`config.mk`:
```
export PLATFORM = sky130hd
export DESIGN_NAME = riscv_bitops_iter
export DESIGN_NICKNAME = d
export VERILOG_FILES = /design/src/rtl/riscv_bitops_iter.sv
export SDC_FILE = /design/constraint.sdc
export NUM_CORES = 1
export LEC_CHECK = 0
export ABC_AREA = 1
export CAP_MARGIN = 20
export CELL_PAD_IN_SITES_DETAIL_PLACEMENT = 0
export CELL_PAD_IN_SITES_GLOBAL_PLACEMENT = 1
export CORE_MARGIN = 3
export CORE_UTILIZATION = 37
export CTS_CLUSTER_SIZE = 30
export DETAILED_ROUTE_END_ITERATION = 6
export PLACE_DENSITY = 0.89
export SLEW_MARGIN = 5
export SYNTH_ARGS = -nofsm -noshare
export SYNTH_HDL_FRONTEND = slang
export SYNTH_SLANG_ARGS = --single-unit
```
`constraint.sdc`:
```
create_clock -name clk -period 2.6 [get_ports clk]
set_input_delay 0.52 -clock clk [delete_from_list [all_inputs] [get_ports clk]]
set_output_delay 0.52 -clock clk [all_outputs]
set_load 0.1 [all_outputs]
```
`src/rtl/riscv_bitops_iter.sv`:
```
// riscv_bitops_iter
//   Multi-cycle bit-manipulation unit for the custom bitops extension.
//   It executes BITCOUNT, REVERSE, CLZ and CTZ on a WIDTH-bit operand.
//   It consumes CHUNK operand bits per cycle, LSB chunk first.
//   Every operation therefore takes exactly N = WIDTH/CHUNK cycles in BUSY.
//
// Ports
//   clk          clock, all logic on posedge
//   rst          synchronous active-high reset
//   enable_i     request valid
//   ready_o      unit can accept a request (state == IDLE)
//   operator_i   00 BITCOUNT, 01 REVERSE, 10 CLZ, 11 CTZ
//   operand_i    source operand
//   flush_i      kills any in-flight or pending operation; highest priority
//   valid_o      result_o holds a completed result
//   ready_i      consumer accepts result
//   result_o     result (counts zero-extended)
//
// Handshakes
//   A request transfers on a posedge where enable_i && ready_o && !flush_i.
//   A result transfers on a posedge where valid_o && ready_i.
//   While valid_o is high and ready_i is low, valid_o and result_o stay stable.
//   flush_i on any edge returns the unit to IDLE and drops the request or result.
module riscv_bitops_iter #(
  parameter int WIDTH = 32,
  parameter int CHUNK = 4
) (
  input  logic             clk,
  input  logic             rst,
  input  logic             enable_i,
  output logic             ready_o,
  input  logic [1:0]       operator_i,
  input  logic [WIDTH-1:0] operand_i,
  input  logic             flush_i,
  output logic             valid_o,
  input  logic             ready_i,
  output logic [WIDTH-1:0] result_o
);

  localparam int N  = WIDTH / CHUNK;
  localparam int CW = (N > 1) ? $clog2(N) : 1;

  typedef enum logic [1:0] {
    IDLE = 2'd0,
    BUSY = 2'd1,
    DONE = 2'd2
  } state_t;

  state_t           state;
  logic [1:0]       op_q;
  logic [WIDTH-1:0] opnd_q;   // shifted right by CHUNK each BUSY cycle
  logic [WIDTH-1:0] acc_q;    // running count or partially reversed word
  logic             found_q;  // CTZ: a set bit has been seen
  logic [CW-1:0]    cnt_q;

  logic [CHUNK-1:0] chunk;
  logic [WIDTH-1:0] acc_next;
  logic             found_next;

  assign chunk   = opnd_q[CHUNK-1:0];
  assign ready_o = (state == IDLE);

  function automatic logic [WIDTH-1:0] pop_chunk(input logic [CHUNK-1:0] c);
    logic [WIDTH-1:0] n;
    n = '0;
    for (int i = 0; i < CHUNK; i++) n = n + WIDTH'(c[i]);
    return n;
  endfunction

  // Leading zeros inside one chunk; an all-zero chunk yields CHUNK.
  function automatic logic [WIDTH-1:0] lz_chunk(input logic [CHUNK-1:0] c);
    logic [WIDTH-1:0] n;
    logic             hit;
    n   = '0;
    hit = 1'b0;
    for (int i = CHUNK - 1; i >= 0; i--) begin
      if (c[i]) hit = 1'b1;
      else if (!hit) n = n + WIDTH'(1);
    end
    return n;
  endfunction

  // Trailing zeros inside one chunk; an all-zero chunk yields CHUNK.
  function automatic logic [WIDTH-1:0] tz_chunk(input logic [CHUNK-1:0] c);
    logic [WIDTH-1:0] n;
    logic             hit;
    n   = '0;
    hit = 1'b0;
    for (int i = 0; i < CHUNK; i++) begin
      if (c[i]) hit = 1'b1;
      else if (!hit) n = n + WIDTH'(1);
    end
    return n;
  endfunction

  function automatic logic [CHUNK-1:0] rev_chunk(input logic [CHUNK-1:0] c);
    logic [CHUNK-1:0] r;
    for (int i = 0; i < CHUNK; i++) r[i] = c[CHUNK-1-i];
    return r;
  endfunction

  // One chunk step. Chunks arrive LSB first.
  // REVERSE: shifting left and inserting each reversed chunk at the bottom
  //   leaves the first (lowest) chunk at the top after N steps.
  // CLZ: the acc holds the leading zeros of the bits seen so far.
  //   A non-zero higher chunk restarts the count.
  //   A zero higher chunk adds CHUNK.
  // CTZ: the acc counts until the first set bit, then freezes.
  always_comb begin
    acc_next   = acc_q;
    found_next = found_q;
    case (op_q)
      2'b00: acc_next = acc_q + pop_chunk(chunk);
      2'b01: acc_next = (acc_q << CHUNK) | WIDTH'(rev_chunk(chunk));
      2'b10: acc_next = (chunk != '0) ? lz_chunk(chunk) : acc_q + WIDTH'(CHUNK);
      default: begin
        if (!found_q) begin
          acc_next   = acc_q + tz_chunk(chunk);
          found_next = (chunk != '0);
        end
      end
    endcase
  end

  always_ff @(posedge clk) begin
    if (rst) begin
      state    <= IDLE;
      valid_o  <= 1'b0;
      result_o <= '0;
      cnt_q    <= '0;
      op_q     <= '0;
      opnd_q   <= '0;
      acc_q    <= '0;
      found_q  <= 1'b0;
    end else begin
      case (state)
        IDLE: begin
          if (enable_i && !flush_i) begin
            state   <= BUSY;
            op_q    <= operator_i;
            opnd_q  <= operand_i;
            acc_q   <= '0;
            found_q <= 1'b0;
            cnt_q   <= '0;
          end
        end
        BUSY: begin
          if (flush_i) begin
            state <= IDLE;
            cnt_q <= '0;
          end else begin
            acc_q   <= acc_next;
            found_q <= found_next;
            opnd_q  <= opnd_q >> CHUNK;
            if (cnt_q == CW'(N - 1)) begin
              state    <= DONE;
              cnt_q    <= '0;
              valid_o  <= 1'b1;
              result_o <= acc_next;
            end else begin
              cnt_q <= cnt_q + CW'(1);
            end
          end
        end
        DONE: begin
          if (flush_i || ready_i) begin
            state   <= IDLE;
            valid_o <= 1'b0;
          end
        end
        default: begin
          state   <= IDLE;
          valid_o <= 1'b0;
        end
      endcase
    end
  end

endmodule

```
## Word-level counts from Yosys, hierarchy flattened

Cells that the tools add are included.

- Output and inout port bits: 34
- ROM bits: 0
- Bits in registers: 105
- Latch bits: 0
- Memories kept: 0
- Memory bits (writable): 0
- Input port bits: 39

- Mux-type cells: 67
- Bitwise logic cells: 3
- Shifts and indexed selects: 0
- $lt $le $gt $ge: 0
- Equal/unequal tests: 11
- Reduce and logical (&&, ||, !) cells: 15
- Div/mod/pow operators: 0
- Multiply operators: 0
- $add $sub $neg: 13

Operators with widths:

| kind | count |
|---|---|
| 32-bit two-way mux | 29 |
| 32-bit by 1-bit adder with 32-bit output (second input constant) | 6 |
| 32-bit one-hot mux with 2 select lines | 2 |
| 32-bit one-hot mux with 3 select lines | 1 |
| 32-bit by 3-bit adder with 32-bit output (second input constant) | 1 |
| 32-bit adder | 1 |
| 32-bit by 4-bit adder with 32-bit output | 1 |
| 32-bit by 4-bit OR with 32-bit output | 1 |
| 1-bit two-way mux | 24 |
| 3-bit two-way mux | 3 |
| 3-bit AND reduction | 3 |
| 2-bit two-way mux | 4 |
| 2-bit inequality test (second input constant) | 4 |
| 4-bit AND reduction | 2 |
| 2-bit one-hot mux with 3 select lines | 1 |
| 3-bit one-hot mux with 2 select lines | 1 |
| 3-bit by 1-bit adder with 4-bit output | 1 |
| 2-bit by 1-bit equality test with 1-bit output (second input constant) | 2 |
| 2-bit equality test (second input constant) | 2 |
| 2-bit logical NOT | 2 |
| 2-bit AND reduction | 2 |
| 4-bit nonzero test | 1 |
| 2-bit by 1-bit adder with 3-bit output | 1 |
| 3-bit by 1-bit adder with 3-bit output (second input constant) | 1 |
| 12 further kinds | 13 |

## Logic depth before layout (Yosys ltp)

Gate-level depths: netlist (run 1).

- Depth after elaboration: 23
- Depth in mapped cells: 18
- Mapped depth without buffers: 18

## Worst setup path before layout (run 1)

Ideal clock, no wire load.

- Path type: reg2reg
- Start point: reg state[1]
- End point: reg opnd_q[26]
- Data required time: 2.526 ns
- Data arrival time: 2.785 ns
- Path buffers: 2
- Setup slack: -0.259 ns
- Stages on the path, launching flop included: 10
- Cells stage by stage: dfxtp_1 > nor2_1 > nand3_2 > inv_2 > nor2_4 > inv_2 > buf_2 > buf_2 > o21ai_0 > a31oi_1

- Longest elaborated chain between the ends: 3
- Elaborated cells on any way between the ends: 7
- Classes of those cells: 3 x eq/ne; 1 x mux; 3 x reduce/logical

Ends and longest elaborated chain:

| what | line | text |
|---|---|---|
| from (decl) | 49 | `state_t state;` |
| from (signal assigned) | 127 | `state <= IDLE;` |
| from (signal assigned) | 139 | `state <= BUSY;` |
| from (signal assigned) | 149 | `state <= IDLE;` |
| 2-bit logical NOT * | n/a |  |
| via ready_o | 31 | `output logic ready_o,` |
| 2-bit by 1-bit inequality test with 1-bit output (no line) / 2-bit nonzero test (equally long branches) | n/a |  |
| 3-bit AND reduction (no line) | n/a |  |
| to (signal assigned) | 141 | `opnd_q <= operand_i;` |
| to (signal assigned) | 154 | `opnd_q <= opnd_q >> CHUNK;` |
| to (decl) | 51 | `logic [WIDTH-1:0] opnd_q;` |

Mark *: on every way through the listed nets, which the timed path passes. The rest lies on a longest branch.
A chain may end at the register's enable or synchronous reset.

## Worst setup path after layout (run 1)

- Start point: reg opnd_q[0]
- End point: reg acc_q[14]

- Longest elaborated chain between the ends: 23
- Elaborated cells on any way between the ends: 39
- Classes of those cells: 8 x add/sub; 30 x mux; 1 x reduce/logical

Ends and longest elaborated chain:

| what | line | text |
|---|---|---|
| 1-bit two-way mux | 90 | `if (c[i]) hit = 1'b1;` |
| 32-bit two-way mux | 117 | `if (!found_q) begin` |
| 32-bit two-way mux | 112 | `case (op_q)` |
| 32-bit by 1-bit adder with 32-bit output | 91 | `else if (!hit) n = n + WIDTH'(1);` |
| 32-bit two-way mux | 91 |  |
| 32-bit two-way mux | 90 |  |
| 32-bit two-way mux | 117 |  |
| 32-bit two-way mux | 112 |  |
| [7 not listed] | n/a |  |
| 32-bit two-way mux | 90 |  |
| 32-bit two-way mux | 117 |  |
| 32-bit two-way mux | 112 |  |
| 32-bit adder | 118 | `acc_next = acc_q + tz_chunk(chunk);` |
| 32-bit two-way mux | 117 |  |
| 32-bit one-hot mux with 3 select lines * | 112 |  |
| 32-bit two-way mux * | 148 | `if (flush_i) begin` |
| 32-bit one-hot mux with 2 select lines * | 136 | `case (state)` |
| to (signal assigned) | 152 | `acc_q <= acc_next;` |
| to (decl) | 52 | `logic [WIDTH-1:0] acc_q;` |

Every way passes the cells marked *; elsewhere a longest branch is shown, timed or not. The select of a mux whose other input is x is not followed.

==> impl_metrics.ini, run 1 <==
[power]
vdd_drop_max_mv = 0.325
pwr_density_cell_nw_per_um2 = 405
power_frac_seq_pct = 45.5
power_mw = 3.70
intPower_mw = 2.57
p_comb_share_pct = 15.5
sw_frac_of_total_pct = 30.5
p_switching_mw = 1.13
clkPwrFrac_pct = 39.0
leakagePower_nw = 3.72

[worst_hold_path]
holdCritPathClass = flip-flop to flip-flop

[timing]
min_period_ns = 2.73
timing.clock.skew_ns = 0.0112
hold_ws_ns = 0.473
max_freq_mhz = 366
tightest_slew_ns = 0.748
hold_violations = 0
timing.final.crit_share_pct = 105
rsz0062_at_grt = yes
fin_ws_ns = -0.130
slew_headroom_pct = 50.1
fin_tns_setup_ns = -1.09
slew_violations = 0
setup_viol = 25

[critical_path]
worstPathCellList = fa_1 > inv_1 > fa_2 > inv_2 > fa_2 > nand2_4 > nor2_4 > inv_2 > nor2_4 > buf_4 > a21oi_2 > o21ai_0 > nand3_1 > nand3_1 > a21oi_1
crit_type = flip-flop to flip-flop
cpPeakStageDelay_ns = 0.53
arrival_ns = 2.98
cp_max_fo = 5
required_ns = 2.85
crit_slowest_cell = fa_1
worst-path-buf-inv = 4
end_kind = flip-flop
cp_top_family = adder cells
cp-start-kind = flip-flop

[clocking]
htreeDepth = 3
clock_sinks = 105
clock_path_buffers = 2
cts-root-buf = clkbuf_16
cts_buffers = 9
clkLatencyLatePin_ns = 0.37
path_clk_slew_ns = 0.08
cts_tree = done

[finish]
multiInputGateArea_sq_um = 4780
antenna_cells = 0
drive_above_1_share_pct = 21.1
regArea_sq_um = 2110
num-fill-cells = 1996
nets = 1308
layout-area-overhead-vs-synth_pct = 25.7
fin_util_pct = 48.1

[synth]
yosysUniqueCellTypes = 39
seq_area_frac_synth_pct = 28.9
synth.largest_area_cell = dfxtp_1
netlist_area_sq_um = 7270
yosysMostFrequentCell = nand2_1
synth-main-ff-cell = dfxtp_1
syn_inst = 1163
synthTopCellsByArea = dfxtp_1, nand2_1, o21ai_0
synth_edf_count = 0
yosysWarnings = 0
synth_top_area_share_pct = 28.9
synth_seq_cells = 105
synth_top_cells_by_count = nand2_1, o21ai_0, nand3_1
syn-mean-instance-area_sq_um = 6.25
syn_nets = 1218
async_flop_share_pct = 0

[place]
dp_slack_ns = -0.196
numPortBuffers = 72
dp_hpwl_mm = 16.8
gp_congestion = 0.937

[floorplanning]
pin_count = 73
die_area_sq_um = 21400
die_h_microns = 146
start_util_pct = 38.2
num_rows = 50
die_w_microns = 146
core_area_sq_um = 19000

[routing]
drt_wl_total_mm = 23.4
vias = 7966
drtIter0Drc = 653
via_per_inst = 5.25
ant_nets = 0
wire_per_inst_microns = 15.4
drc = 0
firstDrtPassIters = 5

[grt]
grt_usage_pct = 21.5
grt_pass1_wl_mm = 37.9
grt_pass1_vias = 7259
grt_max_degree = 57
antenna_found_initial = 0
grt_overflow = 0

[status]
outcome = finished, violations left
violations = negative setup slack

[run]
cap_violations = 0
[cell type report]
cell class                 count  share of cell area (%)
tap                          260                    3.56
clock buffer                   9                    2.46
clock inverter                 7                   0.863
multi-input combinational    882                    52.3
sequential                   105                    23.1
timing repair buffer         138                    12.9
inverter                     117                    4.81
[final timing paths]
check | start | to | slack (ns) | depth (start not counted)
worst max register to register | opnd_q[0]$_SDFFE_PP0P_ | acc_q[14]$_SDFFE_PP0P_ | -0.13 | 15
worst min-delay path | cnt_q[1]$_SDFFE_PP0P_ | cnt_q[1]$_SDFFE_PP0P_ | 0.47 | 2
worst max-delay path | opnd_q[0]$_SDFFE_PP0P_ | acc_q[14]$_SDFFE_PP0P_ | -0.13 | 15
worst min register to register | cnt_q[1]$_SDFFE_PP0P_ | cnt_q[1]$_SDFFE_PP0P_ | 0.47 | 2
[stage by stage]
step	instances	cell area (sq um)
finish	1518	9140
global route	1518	9140
CTS	1511	8760
detailed placement	1494	8410
global placement	1494	8410
floorplan	1163	7270
[cells in the final DEF, fill, tap and decap left out, types with 21 or more instances in the layout]
cell type	instances
nor2_1	92
buf_4	90
a31oi_1	31
a21oi_1	79
dfxtp_1	103
o21ai_1	22
inv_1	98
o21ai_0	96
clkdlybuf4s50_1	37
nand2_2	32
nand2_1	283
nor2_4	21
nand3_1	94
[sequential cells by signal, summed over array words and instances (netlist names)]
| signal | cells |
|---|---|
| found_q | 1 |
| state | 2 |
| opnd_q | 32 |
| valid_o | 1 |
| op_q | 2 |
| acc_q | 32 |
| result_o | 32 |
| cnt_q | 3 |
[metal layers]
layer / track usage, % / vias to the layer above / wire [microns]
met1: 30.8 / 3615 / 11100
met5: 0 / - / 0
met4: 6.26 / 0 / 386
met2: 32.5 / 306 / 10100
li1: - / 4009 / -
met3: 4.41 / 36 / 1860
[worst min-delay path, stage by stage, from the launching register on]
cell	delay [ns]
dfxtp_1	0.32
nand2_1	0.06
a21oi_1	0.05
[cells by family after synthesis]
logic type | synth area share, %
buf+inv | 10.0
fa+ha+maj | 3.17
flops | 28.9
xor+xnor | 1.69
simple gates | 36.7
compound gates | 19.5
[what timing repair did]
item | in CTS | in global routing
setup buffers | 1 | 7
hold buffers | 0 | 0
gates resized for setup | 19 | 101
endpoints found under the setup margin | 45 | 60
pin swaps | 8 | 49
[power groups by stage]
stage	Sequential, mW	Clock, mW	Combinational, mW
after CTS	1.69	1.47	0.542
after global placement	1.72	0	0.535
after floorplan	1.71	0	0.318
after global routing	1.69	1.53	0.630
final	1.69	1.44	0.574
after detailed placement	1.72	0	0.536
No activity file was read; power rests on OpenSTA's default activity.
==> run 2, diff against run 1 <==
==> constraint.sdc (replaced) <==
create_clock -name clk -period 2.6 [get_ports clk]
set_input_delay 0.65 -clock clk [delete_from_list [all_inputs] [get_ports clk]]
set_output_delay 0.65 -clock clk [all_outputs]
set_load 0.1 [all_outputs]
==> impl_metrics.ini, run 2 (synthesis results as in run 1) <==
[timing]
hold_violations = 0
min_period_ns = 2.76
max_freq_mhz = 363
slew_violations = 0
timing.clock.skew_ns = 0.0118
hold_ws_ns = 0.467
fin_tns_setup_ns = -1.22
timing.final.crit_share_pct = 106
tightest_slew_ns = 0.834
setup_viol = 22
slew_headroom_pct = 44.4
fin_ws_ns = -0.157
rsz0062_at_grt = yes

[critical_path]
arrival_ns = 3.06
rr_worst_depth = 16
end_kind = flip-flop
rrSetupSlack_ns = -0.16
cp_max_fo = 5
cp-start-kind = flip-flop
timing.rr.end = acc_q[30]$_SDFFE_PP0P_
crit_type = flip-flop to flip-flop
r2r_start = opnd_q[0]$_SDFFE_PP0P_
required_ns = 2.90

[floorplanning]
core_area_sq_um = 19000
die_w_microns = 146
num_rows = 50
pin_count = 73
start_util_pct = 38.2
die_area_sq_um = 21400
die_h_microns = 146

[worst_hold_path]
holdCritPathClass = flip-flop to flip-flop
hold_end = opnd_q[30]$_SDFFE_PP0P_
hp-start = opnd_q[30]$_SDFFE_PP0P_
hold_depth = 2

[routing]
firstDrtPassIters = 5
via_per_inst = 5.27
drt_wl_total_mm = 23.6
vias = 8039
ant_nets = 0
drtIter0Drc = 779
drc = 0
wire_per_inst_microns = 15.5

[clocking]
clkLatencyLatePin_ns = 0.37
cts_tree = done
htreeDepth = 3
cts_buffers = 9
path_clk_slew_ns = 0.09
cts-root-buf = clkbuf_16
clock_path_buffers = 2
clock_sinks = 105
ctsHoldBuffers = 0

[finish]
stdcell_count = 1524
layout_commonest_cell = nand2_1
antenna_cells = 0
mostFrequentLayoutCells = nand2_1, dfxtp_1, inv_1
num-fill-cells = 1979
nets = 1314
layout-area-overhead-vs-synth_pct = 27.1
drive_above_1_share_pct = 22.1
largestRegisters = acc_q x32, opnd_q x32, result_o x32

[place]
numPortBuffers = 72
place_inst = 1497
gp_congestion = 0.921
dp_hpwl_mm = 16.7

[grt]
grt_pass1_wl_mm = 37.8
grt_pass1_vias = 7276
grt_overflow = 0
antenna_found_initial = 0
grt_max_degree = 57
grt_usage_pct = 21.3

[status]
violations = negative setup slack
outcome = finished, violations left

[run]
cap_violations = 0

[power]
pwr_density_cell_nw_per_um2 = 405
power_mw = 3.74
vdd_drop_max_mv = 0.319
leakagePower_nw = 3.74
run 2: worst max-delay path by stage:
stage                                      start                      to  slack (ns)  depth (start not counted)
after detailed placement  opnd_q[0]$_SDFFE_PP0P_  acc_q[22]$_SDFFE_PP0P_       -0.22                         17
final                     opnd_q[0]$_SDFFE_PP0P_  acc_q[30]$_SDFFE_PP0P_       -0.16                         16
after global placement    opnd_q[0]$_SDFFE_PP0P_  acc_q[22]$_SDFFE_PP0P_       -0.19                         15
after floorplan           opnd_q[0]$_SDFFE_PP0P_  acc_q[22]$_SDFFE_PP0P_        0.06                         15
after CTS                 opnd_q[0]$_SDFFE_PP0P_  acc_q[22]$_SDFFE_PP0P_       -0.05                         15
after global routing      opnd_q[0]$_SDFFE_PP0P_  acc_q[22]$_SDFFE_PP0P_       -0.28                         15
run 2: repair_timing:
action,in CTS,in global routing
gates cloned,0,0
pin swaps,15,49
setup endpoints to repair,47,60
resized for setup,41,104
setup buffers,4,7
run 2: final cells by class:
cell class | instances | area [sq um] | share of cell area, %
repair buffers | 144 | 1220 | 13.3
clock buffers | 9 | 225 | 2.44
inverters | 117 | 439 | 4.75
clock inverters | 7 | 104 | 1.12
multi-input cells | 882 | 4810 | 52.1
well taps | 260 | 325 | 3.52
flip-flops and latches | 105 | 2110 | 22.8
run 2: per-stage QoR:
| step | worst slack (ns) | cell area, sq um | utilization [%] |
|---|---|---|---|
| floorplan | 0.0600 | 7270 | - |
| global placement | -0.187 | 8420 | 44.3 |
| detailed placement | -0.218 | 8420 | 44.3 |
| CTS | -0.0536 | 8860 | 46.6 |
| global route | -0.280 | 9240 | 48.6 |
| finish | -0.157 | 9240 | 48.6 |
run 2: power by group:
part / leakage, nW / switching [mW] / internal [mW]
sequential: 0.854 / 0.0324 / 1.65
clock: 0.157 / 0.771 / 0.707
combinational: 2.73 / 0.348 / 0.230
run 2: worst max-delay path, stage by stage, from the launching register on:
cell and delay (ns):
dfxtp_4 0.36, fa_1 0.52, inv_1 0.05, fa_2 0.34
inv_2 0.08, fa_2 0.28, nand2_4 0.10, nor2_4 0.10
inv_2 0.06, nor2_4 0.17, buf_6 0.13, nand2_2 0.05
nand2_2 0.07, nand3_2 0.06, nand3_2 0.09, nand3_2 0.07
a21oi_1 0.14
run 2: per-layer routing:
layer  up-vias  GRT usage [%]  part of all wire (%)
li1       4024              -                     -
met1      3661           30.9                    47
met2       316           33.2                    44
met3        38           3.63                   8.0
met4         0           4.80                   1.5
met5         -              0                     0
==> run 3, diff against run 2 <==
--- a/config.mk
+++ b/config.mk
@@ -10,10 +10,10 @@
 export CELL_PAD_IN_SITES_DETAIL_PLACEMENT = 0
 export CELL_PAD_IN_SITES_GLOBAL_PLACEMENT = 1
 export CORE_MARGIN = 3
-export CORE_UTILIZATION = 37
+export CORE_UTILIZATION = 26
 export CTS_CLUSTER_SIZE = 30
 export DETAILED_ROUTE_END_ITERATION = 6
-export PLACE_DENSITY = 0.89
+export PLACE_DENSITY = 0.69
 export SLEW_MARGIN = 5
 export SYNTH_ARGS = -nofsm -noshare
 export SYNTH_HDL_FRONTEND = slang
==> impl_metrics.ini, run 3 (synthesis results as in run 1) <==
[status]
outcome = finished, violations left
violations = negative setup slack

[timing]
timing.clock.skew_ns = 0.0177
timing.final.crit_share_pct = 105
fin_ws_ns = -0.119
tightest_slew_ns = 0.523
rsz0062_at_grt = yes
max_freq_mhz = 368
hold_ws_ns = 0.469
min_period_ns = 2.72
slew_violations = 0
setup_viol = 17
slew_headroom_pct = 65.1
fin_tns_setup_ns = -0.767
hold_violations = 0

[grt]
grt_max_degree = 37
grt_pass1_wl_mm = 41.2
antenna_found_initial = 0
grt_usage_pct = 17.0
grt_overflow = 0
grt_pass1_vias = 7438

[routing]
vias = 7894
drt_wl_total_mm = 25.8
top_layer = met4
routed-wl-met3_mm = 1.44
firstDrtPassIters = 5
wire_per_inst_microns = 15.7
wl_met2_mm = 10.9
drtIter0Drc = 560
ant_nets = 0
drc = 0
via_per_inst = 4.81
met1_length_mm = 13.2

[clocking]
clock_sinks = 105
clkLatencyLatePin_ns = 0.38
cts_buffers = 9
ctsHoldBuffers = 0
htreeDepth = 3
cts-root-buf = clkbuf_16
clock_path_buffers = 2
cts_tree = done
path_clk_slew_ns = 0.09

[critical_path]
worstPathCellList = fa_1 > inv_1 > fa_2 > inv_2 > fa_2 > nand2_4 > nor2_4 > inv_2 > nor2_4 > buf_6 > nand2_2 > nand2_1 > nand3_2 > nand3_2 > nand3_2 > a21oi_2
cpPeakStageDelay_ns = 0.53
cpMostUsedCell = nand3_2
cp_max_fo = 4
required_ns = 2.92
crit_type = flip-flop to flip-flop
rrSetupSlack_ns = -0.12
cp_top_family = adder cells
end_kind = flip-flop
crit_slowest_cell = fa_1
worst-path-buf-inv = 4
arrival_ns = 3.03
cp-start-kind = flip-flop

[finish]
layout_commonest_cell = nand2_1
drive_above_1_share_pct = 22.1
antenna_cells = 0
layout-area-overhead-vs-synth_pct = 29.3
num-fill-cells = 2986
nets = 1319
multiInputGateArea_sq_um = 4790
mostFrequentLayoutCells = nand2_1, dfxtp_1, buf_4
regArea_sq_um = 2110
largestRegisters = acc_q x32, opnd_q x32, result_o x32

[power]
vdd_drop_max_mv = 0.375
leakagePower_nw = 3.76
pwr_density_cell_nw_per_um2 = 403
power_mw = 3.79

[floorplanning]
core_area_sq_um = 27300
die_area_sq_um = 30000
die_h_microns = 173
num_rows = 60
die_w_microns = 173
start_util_pct = 26.7
pin_count = 73

[place]
dp_slack_ns = -0.254
dp_hpwl_mm = 18.7
numPortBuffers = 72
gp_congestion = 0.881

[run]
cap_violations = 0

[worst_hold_path]
holdCritPathClass = flip-flop to flip-flop
## run 3: metal layers
metal  GRT usage, %  up-vias
met5              0        -
met4           3.72        0
met3           3.15       22
met2           24.9      197
met1           25.7     3647
li1               -     4028
## run 3: metrics by stage
| step | util [%] | cell area, sq um | std cells |
|---|---|---|---|
| 4_1_cts | 33.4 | 9090 | 1637 |
| 2_1_floorplan | - | 7270 | 1163 |
| 6_report | 34.5 | 9400 | 1641 |
| 5_1_grt | 34.5 | 9400 | 1641 |
| 3_5_place_dp | 31.7 | 8640 | 1617 |
| 3_3_place_gp | 31.7 | 8640 | 1617 |
## run 3: worst paths after layout
check | startpoint | to | cells past startpoint
worst max-delay path | opnd_q[0]$_SDFFE_PP0P_ | acc_q[30]$_SDFFE_PP0P_ | 16
worst min-delay path | opnd_q[29]$_SDFFE_PP0P_ | opnd_q[29]$_SDFFE_PP0P_ | 2
worst max register to register | opnd_q[0]$_SDFFE_PP0P_ | acc_q[30]$_SDFFE_PP0P_ | 16
worst min register to register | opnd_q[29]$_SDFFE_PP0P_ | opnd_q[29]$_SDFFE_PP0P_ | 2
## run 3: layout make-up
cell class | instances | area share (%)
inverter | 117 | 4.70
timing repair buffer | 149 | 13.5
tap | 372 | 4.95
clock inverter | 7 | 1.08
sequential | 105 | 22.4
multi-input combinational | 882 | 50.9
clock buffer | 9 | 2.39
## run 3: where the power goes
group / internal [mW] / switching, mW
combinational: 0.233 / 0.360
clock: 0.709 / 0.805
sequential: 1.65 / 0.0292
## run 3: what timing repair did
item / in CTS / in global routing
pin swaps: 18 / 49
endpoints found under the setup margin: 55 / 60
gates resized for setup: 40 / 89
gates cloned: 0 / 0
buffers inserted: 4 / 4
## run 3: worst register-to-register path: cells and delay by family, from the launching register on
kind,cells,cell delay [ns]
AND/OR/NAND/NOR,8,0.73
adder cells (fa/ha/maj),3,1.14
flip-flops,1,0.37
AO/OA/AOI/OAI,1,0.13
buffers and inverters,4,0.33
